==> src/rtl/ecc_pkg.sv <==
// Shared constants and FSM state type for the ECC signature serializer.
// Default geometry: 256-bit r/s split into 32-bit words, 16 words per signature.
package ecc_pkg;
    localparam int KEY_W  = 256;
    localparam int WORD_W = 32;
    localparam int WORDS  = 2 * KEY_W / WORD_W;

    typedef enum logic {
        IDLE = 1'b0,
        SEND = 1'b1
    } ser_state_e;
endpackage

==> src/rtl/ecc_sig_shifter.sv <==
// Load/shift register holding one {r,s} signature, presented MSW first.
// Load takes priority over advance; word_cnt restarts at 0 on every load.
module ecc_sig_shifter
    import ecc_pkg::*;
#(
    parameter int KEY_W  = ecc_pkg::KEY_W,
    parameter int WORD_W = ecc_pkg::WORD_W
) (
    input  logic                clk,
    input  logic                rst_n,
    input  logic                load_i,
    input  logic [2*KEY_W-1:0]  load_dat_i,
    input  logic                adv_i,
    output logic [WORD_W-1:0]   word_o,
    output logic                last_o
);
    localparam int NWORDS = 2 * KEY_W / WORD_W;
    localparam int CNT_W  = (NWORDS > 1) ? $clog2(NWORDS) : 1;

    logic [2*KEY_W-1:0] sh_q, sh_d;
    logic [CNT_W-1:0]   word_cnt_q, word_cnt_d;

    always_comb begin
        sh_d       = sh_q;
        word_cnt_d = word_cnt_q;
        if (load_i) begin
            sh_d       = load_dat_i;
            word_cnt_d = '0;
        end else if (adv_i) begin
            sh_d       = sh_q << WORD_W;
            word_cnt_d = word_cnt_q + 1'b1;
        end
    end

    always_ff @(posedge clk or negedge rst_n) begin
        if (!rst_n) begin
            sh_q       <= '0;
            word_cnt_q <= '0;
        end else begin
            sh_q       <= sh_d;
            word_cnt_q <= word_cnt_d;
        end
    end

    assign word_o = sh_q[2*KEY_W-1 -: WORD_W];
    assign last_o = (word_cnt_q == CNT_W'(NWORDS - 1));
endmodule

==> src/rtl/ecc_sig_serializer.sv <==
// Captures (r,s) on sig_valid and streams 32-bit words over valid/ready, one word per cycle.
// Shifter plus one pending slot; a capture arriving with both full is dropped and counted.
module ecc_sig_serializer
    import ecc_pkg::*;
#(
    parameter int KEY_W  = ecc_pkg::KEY_W,
    parameter int WORD_W = ecc_pkg::WORD_W
) (
    input  logic               clk,
    input  logic               rst_n,
    input  logic [KEY_W-1:0]   r,
    input  logic [KEY_W-1:0]   s,
    input  logic               sig_valid,
    input  logic               sig_fail,
    output logic [WORD_W-1:0]  dout,
    output logic               dout_valid,
    input  logic               dout_ready,
    output logic               dout_last,
    output logic               busy,
    output logic               fail_pulse,
    output logic               drop_pulse,
    output logic [7:0]         drop_cnt
);
    ser_state_e          state_q, state_d;
    logic [2*KEY_W-1:0]  pend_q, pend_d;
    logic                pend_vld_q, pend_vld_d;
    logic [7:0]          drop_cnt_q, drop_cnt_d;
    logic                drop_pulse_q, fail_pulse_q;

    logic                load;
    logic [2*KEY_W-1:0]  load_dat;
    logic                drop;
    logic [WORD_W-1:0]   sh_word;
    logic                sh_last;
    logic                xfer, last_xfer, cap;
    logic [2*KEY_W-1:0]  sig_dat;

    assign sig_dat   = {r, s};
    assign cap       = sig_valid && !sig_fail;
    assign xfer      = dout_valid && dout_ready;
    assign last_xfer = xfer && sh_last;

    always_comb begin
        state_d    = state_q;
        pend_d     = pend_q;
        pend_vld_d = pend_vld_q;
        load       = 1'b0;
        load_dat   = pend_q;
        drop       = 1'b0;
        case (state_q)
            IDLE: begin
                // A pending entry here is the bubble case: it left no room to load on the final transfer.
                if (pend_vld_q) begin
                    load       = 1'b1;
                    load_dat   = pend_q;
                    state_d    = SEND;
                    pend_vld_d = cap;
                    if (cap) pend_d = sig_dat;
                end else if (cap) begin
                    load     = 1'b1;
                    load_dat = sig_dat;
                    state_d  = SEND;
                end
            end
            SEND: begin
                if (last_xfer) begin
                    if (pend_vld_q) begin
                        load     = 1'b1;
                        load_dat = pend_q;
                    end else begin
                        state_d = IDLE;
                    end
                    pend_vld_d = cap;
                    if (cap) pend_d = sig_dat;
                end else if (cap) begin
                    if (!pend_vld_q) begin
                        pend_vld_d = 1'b1;
                        pend_d     = sig_dat;
                    end else begin
                        drop = 1'b1;
                    end
                end
            end
            default: state_d = IDLE;
        endcase
    end

    assign drop_cnt_d = (drop && drop_cnt_q != 8'hFF) ? drop_cnt_q + 8'd1 : drop_cnt_q;

    always_ff @(posedge clk or negedge rst_n) begin
        if (!rst_n) begin
            state_q      <= IDLE;
            pend_q       <= '0;
            pend_vld_q   <= 1'b0;
            drop_cnt_q   <= '0;
            drop_pulse_q <= 1'b0;
            fail_pulse_q <= 1'b0;
        end else begin
            state_q      <= state_d;
            pend_q       <= pend_d;
            pend_vld_q   <= pend_vld_d;
            drop_cnt_q   <= drop_cnt_d;
            drop_pulse_q <= drop;
            fail_pulse_q <= sig_valid && sig_fail;
        end
    end

    ecc_sig_shifter #(
        .KEY_W  (KEY_W),
        .WORD_W (WORD_W)
    ) u_shifter (
        .clk        (clk),
        .rst_n      (rst_n),
        .load_i     (load),
        .load_dat_i (load_dat),
        .adv_i      (xfer),
        .word_o     (sh_word),
        .last_o     (sh_last)
    );

    assign dout_valid = (state_q == SEND);
    assign dout       = dout_valid ? sh_word : '0;
    assign dout_last  = dout_valid && sh_last;
    assign busy       = (state_q == SEND) || pend_vld_q;
    assign fail_pulse = fail_pulse_q;
    assign drop_pulse = drop_pulse_q;
    assign drop_cnt   = drop_cnt_q;
endmodule

==> config.mk <==
export PLATFORM = sky130hd
export DESIGN_NAME = ecc_sig_serializer
export DESIGN_NICKNAME = d
export VERILOG_FILES = /design/src/rtl/ecc_pkg.sv /design/src/rtl/ecc_sig_shifter.sv /design/src/rtl/ecc_sig_serializer.sv
export SDC_FILE = /design/constraint.sdc
export NUM_CORES = 2
export LEC_CHECK = 0
export CAP_MARGIN = 20
export CORE_MARGIN = 10
export CORE_UTILIZATION = 55
export CTS_CLUSTER_SIZE = 28
export DETAILED_ROUTE_END_ITERATION = 10
export PLACE_DENSITY_LB_ADDON = 0.15
export REMOVE_ABC_BUFFERS = 1
export SYNTH_ARGS = -nofsm -noshare
export SYNTH_HDL_FRONTEND = slang
export SYNTH_HIERARCHICAL = 1
export SYNTH_SLANG_ARGS = --single-unit
==> constraint.sdc <==
create_clock -name clk -period 2.8 [get_ports clk]
set_clock_uncertainty 0.15 [all_clocks]
set_input_delay 0.56 -clock clk [delete_from_list [all_inputs] [get_ports clk]]
set_output_delay 0.56 -clock clk [all_outputs]
set_load 0.03 [all_outputs]
==> results_dict.tcl <==
set metrics [dict create \
    dr.pass1.iters 5 \
    vias 32390 \
    synth-edff-count 0 \
    power.density_nw_per_um2 882.4 \
    swShare_pct 28.20 \
    max_cap_violations 0 \
    switching_power_w 0.01513 \
    post-route-min-period_ps 2733 \
    p_int_w 0.03850 \
    port_buffers 561 \
    cts.sinks 1040 \
    syn_to_final_growth_pct 22.75 \
    fin_crit_sh_pct 97.61 \
    path_clk_slew_ps 60 \
    fin_util_pct 68.45 \
    setup_viol 0 \
    worst_pin_slew_ps 531.1 \
    gr-total-overflow 0 \
    grt_pass1_vias 34290 \
    synthFlopType "dfrtp_1" \
    coreArea_um2 88780 \
    track_usage_pct 23.88 \
    postSynthAreaPerCell_um2 12.33 \
    synth.distinct_cells 37 \
    wl_per_cell_um 21.30 \
    dp.cells 5593 \
    postCtsSetupBuffers 0 \
    yosysWarnings 6 \
    comb_power_share_pct 26.3 \
    crit_type "reg -> out" \
    place_congestion 0.8001 \
    crit_required_ps 2090 \
    htree_levels 3 \
    finalHoldViolCount 0 \
    seq_area_frac_synth_pct 52.57 \
    setup_ws_ps 67.02 \
    start_kind "flop" \
    ys_top_cells_by_area "dfrtp_1 53%, mux2_2 22%, mux2i_1 9.7%" \
    grt_pass1_wl_mm 196.4 \
    syn_area_um2 49510 \
    pwr-share-seq_pct 46.0 \
    cts_tree "yes" \
    root_buffer "clkbuf_16" \
    critPathCaptureType "output pin" \
    crit_arrival_ps 2020 \
    die_h_um 320.0 \
    fin_area_um2 60770 \
    cts_buffers 110 \
    die_area_um2 102400 \
    maxSlewViolCount 0 \
    ioPinCount 562 \
    drive_above_1_share_pct 29.10 \
    synth_top_family_by_area "multiplexers" \
    synthXorXnorAreaFrac_pct 0.07077 \
    antenna_left 0 \
    via_per_inst 5.587 \
    synth_area_leader_cell "dfrtp_1" \
    insertion_delay_ps 690 \
    synth-simple-area-share_pct 5.108 \
    power.share.clock_pct 27.7 \
    yosysMostFrequentCell "dfrtp_1" \
    final_nets 5060 \
    synth_seq_cells 1040 \
    yosys.area.top_type_share_pct 52.57 \
    drc 0 \
    rsz0062_at_grt "false" \
    rows 109 \
    placed_area_um2 57090 \
    yosys-top-cells-count "1040 x dfrtp_1, 979 x mux2_2, 516 x nand2_1" \
    max_freq_ghz 0.3659 \
    syn_inst 4015 \
    antenna_found_initial 5 \
    grt_max_degree 95 \
    slew_headroom_pct 64.59 \
    instances_no_fill 5798 \
    dr.first_iter.drc_count 2513 \
    muxShareOfSynthArea_pct 33.13 \
    clock_path_buffers 3 \
    start_util_pct 55.76 \
    holdCritPathClass "in -> async" \
    p_leak_nw 27.33 \
    setup_tns_ps 0 \
    dpl_worst_slack_ps -5.085 \
    status "completed" \
    synth_fa_ha_area_share_pct 0.05055 \
    crit_fanout 3 \
    synthArstFlopShare_pct 100.0 \
    peakVddDrop_mv 0.6059 \
    synth_compound_area_share_pct 5.325 \
    routed_wl_mm 123.5 \
    hpwlAfterDp_mm 86.46 \
    die_w_um 320.0 \
]
per-stage QoR:
stage               hold slack, ps  power [W]
finish                       264.4    0.05363
global route                 270.6    0.05680
CTS                          244.9    0.05402
detailed placement           335.7    0.03910
global placement             329.0    0.03833
floorplan                    114.4    0.03552
worst paths after layout:
path | to | slack (ps) | cells past startpoint | start
max reg2reg | pend_q[228] | 210 | 8 | u_shifter/word_cnt_q[0]
min | pend_q[16] | 260 | 2 | rst_n
max | dout_last | 70 | 4 | u_shifter/word_cnt_q[0]
max in group asynchronous | u_shifter/sh_q[423] | 1280 | 4 | rst_n
min in group clk | pend_q[50] | 350 | 1 | pend_q[50]
min reg2reg | pend_q[50] | 350 | 1 | pend_q[50]
state kept, by name, summed over array words and instances (netlist names):
| signal | count |
|---|---|
| pend_q | 512 |
| u_shifter/sh_q | 512 |
| drop_cnt | 8 |
| u_shifter/word_cnt_q | 4 |
| dout_valid | 1 |
| drop_pulse | 1 |
| fail_pulse | 1 |
| pend_vld_q | 1 |
routing by layer:
metal / wire length (um) / GRT usage [%]
met5: 54 / 0
met4: 4349 / 8.279
met3: 5480 / 4.389
met2: 60590 / 40.04
met1: 53050 / 30.89
final cells by class:
type,count,area [um2]
clock buffer,169,3307
multi-input combinational,2650,21650
sequential,1040,26030
timing repair buffer,735,7916
tap,1165,1458
inverter,4,15.01
antenna,1,2.502
clock inverter,34,395.4
fill,6505,28010
cells by family after synthesis:
family | Yosys count
multiplexers | 1510
flip-flops | 1040
AND/OR/NAND/NOR | 612
AO/OA/AOI/OAI | 522
buffers and inverters | 325
XOR/XNOR | 4
adder cells (fa/ha/maj) | 2
power by group through the flow:
stage / combinational (W) / clock, W / sequential, W
2_1_floorplan: 0.0119 / 0 / 0.0236
3_3_place_gp: 0.0139 / 0 / 0.0245
6_report: 0.0141 / 0.0148 / 0.0247
4_1_cts: 0.0143 / 0.0151 / 0.0246
5_1_grt: 0.0157 / 0.0157 / 0.0254
3_5_place_dp: 0.0143 / 0 / 0.0248
repair_timing:
item                                    in CTS  in global routing
hold endpoints to repair                    27                  0
gates resized for setup                     46                 14
hold buffers                                 1                  0
endpoints found under the setup margin      35                 13
gates cloned                                 0                  0
placed cells by master (no fill, tap or decap), types with 5 or more instances in the layout:
cell type	synthesis	layout
and2_1	35	34
clkbuf_16	0	112
o21ai_1	94	94
clkdlybuf4s15_1	0	8
nor2_1	9	9
nand2_1	516	516
mux2_1	49	49
clkbuf_1	100	28
nand3_1	5	5
o21ai_0	420	420
dlygate4sd2_1	0	19
nand2b_1	33	33
buf_12	0	82
dfrtp_1	1040	1039
clkinv_2	0	21
mux2i_1	482	482
clkbuf_8	0	29
clkdlybuf4s50_1	0	525
bufinv_16	0	8
mux2_2	979	979
buf_4	120	91
critical path, stage by stage (launching register included):
cell,delay (ps)
dfrtp_1,400
ha_1,240
and3_2,230
and2_1,180
clkdlybuf4s15_2,280
No activity file was read; power rests on OpenSTA's default activity.
